File: src/rtl/hazard_ctrl_if.sv
// D-stage decode fields from the pipeline and the hazard controller's stall and
// forwarding selects, grouped as one bundle.
interface hazard_ctrl_if #(
    parameter int REG_AW = 5,
    parameter int TW     = 2
);
    logic              d_valid;
    logic [REG_AW-1:0] d_rs;
    logic [REG_AW-1:0] d_rt;
    logic              d_use_rs;
    logic              d_use_rt;
    logic [TW-1:0]     d_tuse_rs;
    logic [TW-1:0]     d_tuse_rt;
    logic              d_wen;
    logic [REG_AW-1:0] d_dst;
    logic [TW-1:0]     d_tnew;
    logic              d_md_use;
    logic              d_md_start;
    logic              d_md_div;
    logic              stall;
    logic [1:0]        fwd_rs_d;
    logic [1:0]        fwd_rt_d;
    logic [1:0]        fwd_rs_e;
    logic [1:0]        fwd_rt_e;
    logic              fwd_rt_m;
    logic              md_busy;

    modport master (
        output d_valid, d_rs, d_rt, d_use_rs, d_use_rt, d_tuse_rs, d_tuse_rt,
               d_wen, d_dst, d_tnew, d_md_use, d_md_start, d_md_div,
        input  stall, fwd_rs_d, fwd_rt_d, fwd_rs_e, fwd_rt_e, fwd_rt_m, md_busy
    );

    modport slave (
        input  d_valid, d_rs, d_rt, d_use_rs, d_use_rt, d_tuse_rs, d_tuse_rt,
               d_wen, d_dst, d_tnew, d_md_use, d_md_start, d_md_div,
        output stall, fwd_rs_d, fwd_rt_d, fwd_rs_e, fwd_rt_e, fwd_rt_m, md_busy
    );
endinterface

File: src/rtl/hazard_ctrl.sv
// Tnew/Tuse hazard controller: shadows E/M/W producers, derives stall and forwarding
// selects, and holds the multiply/divide busy counter.
module hazard_ctrl #(
    parameter int REG_AW   = 5,
    parameter int TW       = 2,
    parameter int MULT_LAT = 5,
    parameter int DIV_LAT  = 10
) (
    input logic          clk,
    input logic          rst_n,
    hazard_ctrl_if.slave hz
);
    localparam int MAX_LAT = (MULT_LAT > DIV_LAT) ? MULT_LAT : DIV_LAT;
    localparam int CW      = $clog2(MAX_LAT + 1);

    // Tuse is consumed only in D; later stages keep just what forwarding reads.
    logic              e_vld_r, e_use_rs_r, e_use_rt_r, e_md_start_r, e_md_div_r;
    logic [REG_AW-1:0] e_dst_r, e_rs_r, e_rt_r;
    logic [TW-1:0]     e_tnew_r;
    logic              m_vld_r, m_use_rt_r;
    logic [REG_AW-1:0] m_dst_r, m_rt_r;
    logic [TW-1:0]     m_tnew_r;
    logic              w_vld_r;
    logic [REG_AW-1:0] w_dst_r;
    logic [TW-1:0]     w_tnew_r;
    logic [CW-1:0]     cnt_r;

    logic              e_live_s, m_live_s, w_live_s;
    logic              md_busy_s, md_stall_s, stall_s, e_load_s;
    logic [2:0]        rs_d_s, rt_d_s;
    logic [1:0]        rs_e_s, rt_e_s;

    function automatic logic [TW-1:0] sat_dec(input logic [TW-1:0] v);
        logic [TW-1:0] r;
        if (v == '0) r = '0;
        else         r = v - TW'(1);
        return r;
    endfunction

    // Returns {stall, fwd code}; the newest matching stage shadows older ones.
    function automatic logic [2:0] pick_d(input logic hit_e, input logic hit_m, input logic hit_w,
                                          input logic [TW-1:0] tn_e, input logic [TW-1:0] tn_m,
                                          input logic [TW-1:0] tn_w, input logic [TW-1:0] tuse);
        logic [2:0] r;
        if (hit_e)      r = {tn_e > tuse, (tn_e == '0) ? 2'd1 : 2'd0};
        else if (hit_m) r = {tn_m > tuse, (tn_m == '0) ? 2'd2 : 2'd0};
        else if (hit_w) r = {tn_w > tuse, (tn_w == '0) ? 2'd3 : 2'd0};
        else            r = 3'b000;
        return r;
    endfunction

    function automatic logic [1:0] pick_e(input logic hit_m, input logic hit_w,
                                          input logic [TW-1:0] tn_m, input logic [TW-1:0] tn_w);
        logic [1:0] r;
        if (hit_m)      r = (tn_m == '0) ? 2'd1 : 2'd0;
        else if (hit_w) r = (tn_w == '0) ? 2'd2 : 2'd0;
        else            r = 2'd0;
        return r;
    endfunction

    assign e_live_s  = e_vld_r && (e_dst_r != '0);
    assign m_live_s  = m_vld_r && (m_dst_r != '0);
    assign w_live_s  = w_vld_r && (w_dst_r != '0);
    assign md_busy_s = (cnt_r != '0);

    // Hazard resolution for D and E sources plus the MDU stall.
    always_comb begin
        rs_d_s = pick_d(hz.d_use_rs && e_live_s && (e_dst_r == hz.d_rs),
                        hz.d_use_rs && m_live_s && (m_dst_r == hz.d_rs),
                        hz.d_use_rs && w_live_s && (w_dst_r == hz.d_rs),
                        e_tnew_r, m_tnew_r, w_tnew_r, hz.d_tuse_rs);
        rt_d_s = pick_d(hz.d_use_rt && e_live_s && (e_dst_r == hz.d_rt),
                        hz.d_use_rt && m_live_s && (m_dst_r == hz.d_rt),
                        hz.d_use_rt && w_live_s && (w_dst_r == hz.d_rt),
                        e_tnew_r, m_tnew_r, w_tnew_r, hz.d_tuse_rt);
        rs_e_s = pick_e(e_use_rs_r && m_live_s && (m_dst_r == e_rs_r),
                        e_use_rs_r && w_live_s && (w_dst_r == e_rs_r),
                        m_tnew_r, w_tnew_r);
        rt_e_s = pick_e(e_use_rt_r && m_live_s && (m_dst_r == e_rt_r),
                        e_use_rt_r && w_live_s && (w_dst_r == e_rt_r),
                        m_tnew_r, w_tnew_r);
        md_stall_s = hz.d_md_use && (md_busy_s || e_md_start_r);
        stall_s    = hz.d_valid && (rs_d_s[2] || rt_d_s[2] || md_stall_s);
        e_load_s   = hz.d_valid && !stall_s;
    end

    assign hz.stall    = stall_s;
    assign hz.fwd_rs_d = rs_d_s[1:0];
    assign hz.fwd_rt_d = rt_d_s[1:0];
    assign hz.fwd_rs_e = rs_e_s;
    assign hz.fwd_rt_e = rt_e_s;
    assign hz.fwd_rt_m = m_use_rt_r && w_live_s && (w_dst_r == m_rt_r);
    assign hz.md_busy  = md_busy_s;

    // Shadow pipeline advance; a stalled or empty D slot enters E as a bubble.
    always_ff @(posedge clk or negedge rst_n) begin
        if (!rst_n) begin
            e_vld_r <= 1'b0; e_use_rs_r <= 1'b0; e_use_rt_r <= 1'b0;
            e_md_start_r <= 1'b0; e_md_div_r <= 1'b0;
            e_dst_r <= '0; e_rs_r <= '0; e_rt_r <= '0; e_tnew_r <= '0;
            m_vld_r <= 1'b0; m_use_rt_r <= 1'b0; m_dst_r <= '0; m_rt_r <= '0; m_tnew_r <= '0;
            w_vld_r <= 1'b0; w_dst_r <= '0; w_tnew_r <= '0;
        end else begin
            w_vld_r      <= m_vld_r;
            w_dst_r      <= m_dst_r;
            w_tnew_r     <= sat_dec(m_tnew_r);
            m_vld_r      <= e_vld_r;
            m_use_rt_r   <= e_use_rt_r;
            m_dst_r      <= e_dst_r;
            m_rt_r       <= e_rt_r;
            m_tnew_r     <= sat_dec(e_tnew_r);
            e_vld_r      <= e_load_s && hz.d_wen;
            e_use_rs_r   <= e_load_s && hz.d_use_rs;
            e_use_rt_r   <= e_load_s && hz.d_use_rt;
            e_md_start_r <= e_load_s && hz.d_md_start;
            e_md_div_r   <= hz.d_md_div;
            e_dst_r      <= hz.d_dst;
            e_rs_r       <= hz.d_rs;
            e_rt_r       <= hz.d_rt;
            e_tnew_r     <= hz.d_tnew;
        end
    end

    // MDU busy counter, loaded as a mult/div leaves E.
    always_ff @(posedge clk or negedge rst_n) begin
        if (!rst_n) begin
            cnt_r <= '0;
        end else if (e_md_start_r) begin
            cnt_r <= e_md_div_r ? CW'(DIV_LAT) : CW'(MULT_LAT);
        end else if (cnt_r != '0) begin
            cnt_r <= cnt_r - CW'(1);
        end else begin
            cnt_r <= cnt_r;
        end
    end
endmodule
File: src/flat_wrapper.sv
// flat-port wrapper written by rule: the top's interface ports become plain ports
module hazard_ctrl_flat 
#(
    parameter int REG_AW   = 5,
    parameter int TW       = 2,
    parameter int MULT_LAT = 5,
    parameter int DIV_LAT  = 10
)
  (clk, rst_n, hz_d_valid, hz_d_rs, hz_d_rt, hz_d_use_rs, hz_d_use_rt, hz_d_tuse_rs, hz_d_tuse_rt, hz_d_wen, hz_d_dst, hz_d_tnew, hz_d_md_use, hz_d_md_start, hz_d_md_div, hz_stall, hz_fwd_rs_d, hz_fwd_rt_d, hz_fwd_rs_e, hz_fwd_rt_e, hz_fwd_rt_m, hz_md_busy);
  hazard_ctrl_if #(.REG_AW(REG_AW), .TW(TW)) hz_i ();
  input logic clk;
  input logic rst_n;
  input wire logic [$bits(hz_i.d_valid)-1:0] hz_d_valid;
  input wire logic [$bits(hz_i.d_rs)-1:0] hz_d_rs;
  input wire logic [$bits(hz_i.d_rt)-1:0] hz_d_rt;
  input wire logic [$bits(hz_i.d_use_rs)-1:0] hz_d_use_rs;
  input wire logic [$bits(hz_i.d_use_rt)-1:0] hz_d_use_rt;
  input wire logic [$bits(hz_i.d_tuse_rs)-1:0] hz_d_tuse_rs;
  input wire logic [$bits(hz_i.d_tuse_rt)-1:0] hz_d_tuse_rt;
  input wire logic [$bits(hz_i.d_wen)-1:0] hz_d_wen;
  input wire logic [$bits(hz_i.d_dst)-1:0] hz_d_dst;
  input wire logic [$bits(hz_i.d_tnew)-1:0] hz_d_tnew;
  input wire logic [$bits(hz_i.d_md_use)-1:0] hz_d_md_use;
  input wire logic [$bits(hz_i.d_md_start)-1:0] hz_d_md_start;
  input wire logic [$bits(hz_i.d_md_div)-1:0] hz_d_md_div;
  output wire logic [$bits(hz_i.stall)-1:0] hz_stall;
  output wire logic [$bits(hz_i.fwd_rs_d)-1:0] hz_fwd_rs_d;
  output wire logic [$bits(hz_i.fwd_rt_d)-1:0] hz_fwd_rt_d;
  output wire logic [$bits(hz_i.fwd_rs_e)-1:0] hz_fwd_rs_e;
  output wire logic [$bits(hz_i.fwd_rt_e)-1:0] hz_fwd_rt_e;
  output wire logic [$bits(hz_i.fwd_rt_m)-1:0] hz_fwd_rt_m;
  output wire logic [$bits(hz_i.md_busy)-1:0] hz_md_busy;
  assign hz_i.d_valid = hz_d_valid;
  assign hz_i.d_rs = hz_d_rs;
  assign hz_i.d_rt = hz_d_rt;
  assign hz_i.d_use_rs = hz_d_use_rs;
  assign hz_i.d_use_rt = hz_d_use_rt;
  assign hz_i.d_tuse_rs = hz_d_tuse_rs;
  assign hz_i.d_tuse_rt = hz_d_tuse_rt;
  assign hz_i.d_wen = hz_d_wen;
  assign hz_i.d_dst = hz_d_dst;
  assign hz_i.d_tnew = hz_d_tnew;
  assign hz_i.d_md_use = hz_d_md_use;
  assign hz_i.d_md_start = hz_d_md_start;
  assign hz_i.d_md_div = hz_d_md_div;
  assign hz_stall = hz_i.stall;
  assign hz_fwd_rs_d = hz_i.fwd_rs_d;
  assign hz_fwd_rt_d = hz_i.fwd_rt_d;
  assign hz_fwd_rs_e = hz_i.fwd_rs_e;
  assign hz_fwd_rt_e = hz_i.fwd_rt_e;
  assign hz_fwd_rt_m = hz_i.fwd_rt_m;
  assign hz_md_busy = hz_i.md_busy;
  hazard_ctrl #(.REG_AW(REG_AW), .TW(TW), .MULT_LAT(MULT_LAT), .DIV_LAT(DIV_LAT)) u_core (.clk(clk), .rst_n(rst_n), .hz(hz_i));
endmodule
File: config.mk
export PLATFORM = sky130hd
export DESIGN_NAME = hazard_ctrl_flat
export DESIGN_NICKNAME = d
export VERILOG_FILES = /design/src/rtl/hazard_ctrl_if.sv /design/src/rtl/hazard_ctrl.sv /design/src/flat_wrapper.sv
export SDC_FILE = /design/constraint.sdc
export NUM_CORES = 1
export LEC_CHECK = 0
export BUFFER_PORTS_ARGS = -buffer_cell sky130_fd_sc_hd__clkbuf_2
export CELL_PAD_IN_SITES_DETAIL_PLACEMENT = 1
export CELL_PAD_IN_SITES_GLOBAL_PLACEMENT = 1
export CORE_ASPECT_RATIO = 1.5
export CORE_UTILIZATION = 48
export CTS_CLUSTER_DIAMETER = 100
export DETAILED_ROUTE_END_ITERATION = 12
export HOLD_SLACK_MARGIN = 0.02
export PLACE_DENSITY = 0.95
export SLEW_MARGIN = 20
export SYNTH_ARGS = -nofsm -noshare
export SYNTH_HDL_FRONTEND = slang
export SYNTH_SLANG_ARGS = --single-unit
export TNS_END_PERCENT = 1
File: constraint.sdc
create_clock -name clk -period 4.8 [get_ports clk]
set_input_delay 1.2 -clock clk [delete_from_list [all_inputs] [get_ports clk]]
set_output_delay 1.2 -clock clk [all_outputs]
set_load 0.01 [all_outputs]
* Yosys cells after proc, flatten, opt, wreduce, memory -nomap -nowiden
Cells that the tools add are included.
** Word-level totals
- Register bits :: 48
- Bits in latches :: 0
- Memory bits (writable) :: 0
- Memory bits (read-only) :: 0
- Input port bits :: 30
- Output and inout port bits :: 11
- Logic and storage cells :: 102
- Memories :: 0
** Operators by class
- $add $sub $neg :: 3
- $mul :: 0
- Div/mod/pow operators :: 0
- Magnitude comparators :: 6
- Equality and inequality tests :: 11
- Shift-type cells :: 0
- Muxes and demuxes :: 20
- Bitwise operators :: 0
- Reduce and logical (&&, ||, !) cells :: 44
** Operators by type and width (count)
- $eq 5x5->1 :: 11
- $logic_and 1x1->1 :: 32
- $mux 2 :: 9
- $mux 3 :: 6
- $reduce_bool 5->1 :: 3
- $gt 2x2->1 :: 6
- $mux 4 :: 3
- $logic_not 2->1 :: 3
- $reduce_bool 4->1 :: 1
- $sub 2x1->2 const B :: 2
- $sub 4x1->4 const B :: 1
- $logic_or 1x1->1 :: 3
- $mux 1 :: 2
- $reduce_bool 2->1 :: 1
- $logic_not 1->1 :: 1

* Depth between registers and ports, before layout
Gate-level depths: netlist (run 1).
- Depth in word-level cells :: 13
- Depth in mapped cells :: 8
- Gate-level depth less buffers :: 8

* Least setup slack after synthesis (run 1)
No wires, ideal clock.
- Path kind :: in2out
- Start :: input port hz_d_rs[1]
- End :: output port hz_stall
- Arrival time :: 2561 ps
- Required time :: 3600 ps
- Path slack :: 1039 ps
- Stages :: 6
- Buffers on the path :: 0
- Path through :: xnor2_1 -> nand4_1 -> nor3_1 -> and4b_1 -> nor4b_4 -> a21boi_1
** Between the ends
- Longest elaborated chain between the ends :: 8
- Elaborated cells on any way between the ends :: 12
- Those cells by class :: eq/ne (3); mux (3); reduce/logical (6)
** RTL lines
- from (decl) :: line flat_wrapper.sv:14 : input wire logic [$bits(hz_i.d_rs)-1:0] hz_d_rs;
- $eq 5x5->1 :: line hazard_ctrl.sv:70 : hz.d_use_rs && w_live_s && (w_dst_r == hz.d_rs),
- $logic_and 1x1->1 :: line hazard_ctrl.sv:70
- $mux 3 :: line hazard_ctrl.sv:47 : else if (hit_w) r = {tn_w > tuse, (tn_w == '0) ? 2'd3 : 2'd0};
- $mux 3 :: line hazard_ctrl.sv:46 : else if (hit_m) r = {tn_m > tuse, (tn_m == '0) ? 2'd2 : 2'd0};
- $mux 3 * :: line hazard_ctrl.sv:45 : if (hit_e) r = {tn_e > tuse, (tn_e == '0) ? 2'd1 : 2'd0};
- $logic_or 1x1->1 * (2 in series) :: line hazard_ctrl.sv:83 : stall_s = hz.d_valid && (rs_d_s[2] || rt_d_s[2] || md_stall_s);
- $logic_and 1x1->1 * :: line hazard_ctrl.sv:83
- to (decl) :: line flat_wrapper.sv:26 : output wire logic [$bits(hz_i.stall)-1:0] hz_stall;
Mark *: on every way between the ends. The rest lies on a longest branch, timed or not.

* Worst setup path after layout (run 1)
Same ends and word-level chain as after synthesis.

==> results of run 1 <==
final cells by class:
| class | count | area, um2 | share of cell area, % |
|---|---|---|---|
| clock buffer | 6 | 82.6 | 2.81 |
| sequential | 48 | 1200 | 40.9 |
| timing repair buffer | 41 | 208 | 7.07 |
| multi-input combinational | 168 | 1310 | 44.5 |
| tap | 68 | 85.1 | 2.90 |
| clock inverter | 2 | 13.8 | 0.468 |
| inverter | 11 | 41.3 | 1.41 |
worst max-delay path, delay by kind of cell:
kind / cells / cell delay [ns]
simple gates: 4 / 1.38
compound gates: 1 / 0.12
xor+xnor: 1 / 0.20
buf+inv: 2 / 0.27
final timing paths:
path | slack (ns) | cells past startpoint | startpoint | endpoint
worst max register to register | 2.44 | 6 | u_core.e_dst_r[1]$_DFF_PN0_ | u_core.e_md_start_r$_DFF_PN0_
min in group asynchronous | 0.98 | 2 | rst_n | u_core.m_dst_r[4]$_DFF_PN0_
max in group asynchronous | 3.40 | 2 | rst_n | u_core.e_use_rt_r$_DFF_PN0_
worst max-delay path | 0.42 | 8 | hz_d_rs[1] | hz_stall
worst min-delay path | 0.45 | 0 | u_core.e_use_rt_r$_DFF_PN0_ | u_core.m_use_rt_r$_DFF_PN0_
worst min register to register | 0.45 | 0 | u_core.e_use_rt_r$_DFF_PN0_ | u_core.m_use_rt_r$_DFF_PN0_
through the flow:
step,total power [mW],setup slack (ns),util [%],instances
floorplan,0.620,1.04,-,237
global placement,0.674,0.603,54.6,336
detailed placement,0.693,0.443,54.6,336
CTS,0.953,0.426,56.4,344
global route,0.997,0.254,56.4,344
finish,0.945,0.424,56.4,344
placed cells by master (no fill, tap or decap), types with 2 or more instances in the layout:
cell type,n
nand2b_1,2
nand2_1,11
clkbuf_2,40
nand3_1,6
xnor2_1,32
nor3_1,7
and2_1,2
and4_1,4
nor4_1,10
xor2_1,25
inv_1,11
o211ai_1,2
o21ai_4,2
clkbuf_8,6
or3_1,2
a21oi_1,9
or4_4,2
o21ai_0,4
o21a_1,3
nor2b_1,4
dfrtp_1,48
a21o_1,2
ha_1,14
nor2_1,7
nand4_1,5
state kept, by name, indices dropped and copies added (netlist names):
| register | count |
|---|---|
| u_core.e_dst_r | 5 |
| u_core.e_rs_r | 5 |
| u_core.e_rt_r | 5 |
| u_core.m_dst_r | 5 |
| u_core.m_rt_r | 5 |
| u_core.w_dst_r | 5 |
| u_core.cnt_r | 4 |
| u_core.e_tnew_r | 2 |
| u_core.m_tnew_r | 2 |
| u_core.w_tnew_r | 2 |
| u_core.e_md_div_r | 1 |
| u_core.e_md_start_r | 1 |
| u_core.e_use_rs_r | 1 |
| u_core.e_use_rt_r | 1 |
| u_core.e_vld_r | 1 |
| u_core.m_use_rt_r | 1 |
| u_core.m_vld_r | 1 |
| u_core.w_vld_r | 1 |
power by group through the flow:
stage | registers (mW) | clock network [mW] | logic, mW
final | 0.487 | 0.259 | 0.200
after global placement | 0.491 | 0 | 0.183
after CTS | 0.487 | 0.264 | 0.202
after detailed placement | 0.495 | 0 | 0.198
after floorplan | 0.474 | 0 | 0.147
after global routing | 0.493 | 0.279 | 0.225
kinds of logic (layout without fill, tap and decap cells):
| family | Yosys count | after routing | synth area share [%] |
|---|---|---|---|
| buffers and inverters | 21 | 60 | 3.93 |
| AOI/OAI and AO/OA | 27 | 27 | 7.53 |
| adders and majority gates | 14 | 14 | 6.71 |
| muxes | 1 | 1 | 0.431 |
| and+or+nand+nor | 69 | 69 | 16.3 |
| DFF | 48 | 48 | 46.0 |
| xor gates and xnor gates | 57 | 57 | 19.1 |
layer usage:
| metal | GRT usage [%] | wire length (um) | vias to the layer above |
|---|---|---|---|
| met4 | 9.30 | 140 | 0 |
| li1 | - | - | 887 |
| met2 | 49.2 | 3790 | 59 |
| met3 | 3.20 | 262 | 15 |
| met1 | 28.8 | 2630 | 955 |
| met5 | 0 | 0 | - |
==> run summary, run 1 <==
Status: finished, final reports clean
Post-CTS Setup Bufs: 0
WL per Instance: 19.8 um
Drt first-iter violations: 58
# fillers: 612
Area of the core: 5200 um2
Clk Latency, worst-skew pair: 0.31 ns
Critical path class: in -> out
Switching share of total power: 30.7%
Synth top cells by count: dfrtp_1 (48), xnor2_1 (32), xor2_1 (25), ha_1 (14)
Cell Area, Placed: 2840 um2
CTS tree: built
TritonCTS Sinks: 48
Post-synth top area cell: dfrtp_1
Synth Register Bits: 48
Area added between synthesis and finish: 12.6%
Max frequency: 0.228 GHz
Share of cells above drive strength 1: 21.0%
Tmin final: 4.38 ns
CTS H-Tree Depth: 2
Final Max Slew Viols: 0
Sequential area share after synthesis: 46.0%
# IOs: 41
Syn Nets: 281
Mapped cell area: 2610 um2
Crit path capture type: primary output
Number of global-route vias before repair: 2181
CP max FO: 6
Critical path's slowest cell: nor3_1
Final period util: 91.2%
Crit path cell chain: clkbuf_2, xnor2_1, nand4_1, nor3_1, and4b_1, nor4b_4, a21boi_1, clkbuf_2
CTS Root Cell: clkbuf_8
Vias: 1916
Peak VDD IR: 0.197 mV
GRT overflow: 0
Top FF cell, synth: dfrtp_1
Chip Width: 62.2 um
First-pass GRT wire length: 11.0 mm
Cts bufs inserted: 5
Worst-path clk slew: 0.09 ns
Synth Warn #: 0
Top area cells in the synthesized netlist: dfrtp_1 (46%), xnor2_1 (11%), xor2_1 (8.4%), ha_1 (6.7%), nor4_1 (2.4%)
Netlist cell types: 40
GRT Overall Usage: 25.7%
Logic gate share of total power: 21.2%
Number of antenna diodes: 0
Hold Crit Class: reg -> reg
P_leak: 1.30 nW
CTS max path bufs: 2
DRT antenna net count: 0
# DRC: 0
Sum of negative setup slack: 0 ns
Max stage delay on crit path: 0.58 ns
Layout Nets: 319
Seq pwr share: 51.5%
CP arrival: 3.18 ns
Gpl congestion: 0.992
EDFF count, synth: 0
Initial core utilization: 50.1%
Fin. Hold Viols: 0
Dpl hpwl: 5.25 mm
Sw power: 290 uW
Worst slew margin: 55.5%
Final wirelength: 6.82 mm
Worst hold slack: 0.448 ns
Int Pwr: 655 uW
Clock Power Share: 27.4%
Crit path launch type: input pin
Largest net degree at the start of global routing: 49
Critical path's most frequent cell: clkbuf_2
# hold bufs at CTS: 0
IO buf count: 40
Final setup fails: 0
Design Area, Final: 2940 um2
RSZ-0062 raised after global routing: no
Antenna violations before repair: 0
Die Y: 92.3 um
Top cell type's share of synthesized area: 46.0%
Worst path required time: 3.60 ns
Syn avg cell area: 11.0 um2
Die area: 5740 um2
Resize count post-CTS: 0
Least-Margin Pin Slew: 0.662 ns
Most frequent cell after synthesis: dfrtp_1
Cell count after synthesis: 237
Row Count: 32
PD cells: 322 nW/um2
Max cap viols: 0
Clk_skew: 0.0110 ns
Drt pass-1 iters: 4
Vias per inst: 5.57
Post-synthesis async set-or-reset flop share: 100%
(Power assumes the default switching activity.)
==> run 2, diff against run 1 <==
- CORE_MARGIN: unset -> 2
==> run 2 against run 1 <==
Effect of this change:
- via count grew 1.8%
- clock power fell by 3%
- total power down 0.89%
- non-clock buffer count up 1
- die area increased by 5.5%
- sequential share of layout area about the same
- final cell count stayed put
- worst hold slack worse by 0.0043 ns
- largest cell class unchanged
- largest power group unchanged
- flip-flop and latch count is the same
- fmax increased by 1.0%
- highest routed layer unchanged
==> run summary, run 2 (synthesized netlist as in run 1, its figures left out) <==
Status: finished, final reports clean (unchanged)
Dpl hpwl: 5.46 mm (was 5.25 mm)
Critical path class: in -> out (unchanged)
Peak VDD IR: 0.193 mV (was 0.197 mV)
Crit path launch type: input pin (unchanged)
Final period util: 90.3% (was 91.2%)
Gpl congestion: 0.900 (was 0.992)
Most frequent cells in the layout: dfrtp_1 (48), clkbuf_2 (40), xnor2_1 (32) (unchanged)
PD cells: 319 nW/um2 (was 322 nW/um2)
P_leak: 1.30 nW (about the same)
Number of antenna diodes: 0 (unchanged)
Overall Power: 937 uW (was 945 uW)
WL per Instance: 20.3 um (was 19.8 um)
CTS max path bufs: 2 (unchanged)
Worst path required time: 3.60 ns (about the same)
Worst hold path startpoint: u_core.m_vld_r$_DFF_PN0_ (was u_core.e_use_rt_r$_DFF_PN0_)
Final setup fails: 0 (unchanged)
R2r startpoint: u_core.w_dst_r[1]$_DFF_PN0_ (was u_core.e_dst_r[1]$_DFF_PN0_)
Die Y: 94.3 um (was 92.3 um)
Design Area, Final: 2940 um2 (about the same)
Final wirelength: 6.98 mm (was 6.82 mm)
Number of global-route vias before repair: 2191 (was 2181)
Clk_skew: 0.00784 ns (was 0.0110 ns)
Final Max Slew Viols: 0 (unchanged)
IO buf count: 40 (unchanged)
Row Count: 32 (unchanged)
CTS tree: built (unchanged)
Fin. Hold Viols: 0 (unchanged)
Antenna violations before repair: 0 (unchanged)
Worst-path clk slew: 0.09 ns (about the same)
First-pass GRT wire length: 11.4 mm (was 11.0 mm)
GRT overflow: 0 (unchanged)
Layout Nets: 320 (was 319)
CP arrival: 3.13 ns (was 3.18 ns)
CTS Root Cell: clkbuf_8 (unchanged)
Final core utilization: 56.5% (was 56.4%)
# fillers: 586 (was 612)
Clk Latency, worst-skew pair: 0.31 ns (about the same)
RSZ-0062 raised after global routing: no (unchanged)
Cell Area, Placed: 2850 um2 (was 2840 um2)
Hold Path Sink: u_core.w_vld_r$_DFF_PN0_ (was u_core.m_use_rt_r$_DFF_PN0_)
Tmin final: 4.33 ns (was 4.38 ns)
Max frequency: 0.231 GHz (was 0.228 GHz)
Die area: 6060 um2 (was 5740 um2)
Area added between synthesis and finish: 12.7% (was 12.6%)
TritonCTS Sinks: 48 (unchanged)
Hold Crit Class: reg -> reg (unchanged)
CTS H-Tree Depth: 2 (unchanged)
Largest net degree at the start of global routing: 49 (unchanged)
# DRC: 0 (unchanged)
Vias: 1951 (was 1916)
Area of the core: 5200 um2 (unchanged)
Most common cell after layout, fill and taps aside: dfrtp_1 (unchanged)
Share of cells above drive strength 1: 21.0% (unchanged)
GRT Overall Usage: 25.6% (was 25.7%)
Initial core utilization: 50.1% (unchanged)
Worst slew margin: 58.8% (was 55.5%)
Hold depth: 0 (unchanged)
Vias per inst: 5.67 (was 5.57)
Resize count post-CTS: 0 (unchanged)
R2R Path End: u_core.e_use_rs_r$_DFF_PN0_ (was u_core.e_md_start_r$_DFF_PN0_)
Max cap viols: 0 (unchanged)
# hold bufs at CTS: 0 (unchanged)
R2R depth: 6 (unchanged)
DRT antenna net count: 0 (unchanged)
Post-CTS Setup Bufs: 0 (unchanged)
Cts bufs inserted: 5 (unchanged)
# IOs: 41 (unchanged)
R2R setup slack: 2.35 ns (was 2.44 ns)
Drt first-iter violations: 35 (was 58)
Crit path capture type: primary output (unchanged)
Chip Width: 64.2 um (was 62.2 um)
Least-Margin Pin Slew: 0.612 ns (was 0.662 ns)
CP max FO: 5 (was 6)
Sum of negative setup slack: 0 ns (unchanged)
Drt pass-1 iters: 4 (unchanged)
==> run 2: cell count changes in the layout (fill, tap and decap cells not counted) <==
cell | previous run | this run
inv_6 | 1 | 0
clkinv_2 | 1 | 0
clkinv_4 | 0 | 1
buf_4 | 1 | 2
==> run 2: area by class of cell <==
class / count / area (um2) / area share (%)
clock buffer: 6 / 82.6 / 2.81
clock inverter: 1 / 8.76 / 0.298
inverter: 11 / 41.3 / 1.40
multi-input combinational: 168 / 1310 / 44.4
sequential: 48 / 1200 / 40.9
tap: 68 / 85.1 / 2.89
timing repair buffer: 42 / 215 / 7.32
==> run 2: worst max-delay path, cell delays in order <==
cell and delay, ns:
clkbuf_2 0.13, xor2_1 0.15, nor4_1 0.45, nand4b_1 0.24, a2111o_1 0.45, a21o_1 0.23, a21boi_1 0.14, clkbuf_2 0.15
==> run 2: metrics by stage <==
step	setup slack, ns	hold slack [ns]	cells
after global routing	0.415	0.455	344
after detailed placement	0.501	0.421	337
after CTS	0.503	0.441	344
final	0.467	0.444	344
after floorplan	1.04	0.349	237
after global placement	0.611	0.414	337
==> run 2: worst max-delay path by stage <==
| stage | cells past startpoint | to | startpoint |
|---|---|---|---|
| 2_1_floorplan | 6 | hz_stall | hz_d_rs[1] |
| 3_3_place_gp | 8 | hz_stall | hz_d_rt[1] |
| 3_5_place_dp | 8 | hz_stall | hz_d_rt[1] |
| 4_1_cts | 8 | hz_stall | hz_d_rt[1] |
| 5_1_grt | 8 | hz_stall | hz_d_rt[1] |
| 6_report | 8 | hz_stall | hz_d_rt[1] |
==> run 2: layer usage <==
metal	up-vias	share of wire [%]	GRT usage, %
met4	0	3.6	11.9
met2	65	55	47.8
met1	972	38	27.8
met3	22	3.6	3.96
met5	-	0	0
li1	892	-	-
==> run 2: power breakdown <==
| part | switching [mW] | internal, mW |
|---|---|---|
| logic | 0.106 | 0.0949 |
| clock network | 0.135 | 0.115 |
| registers | 0.0444 | 0.442 |
| total | 0.285 | 0.652 |
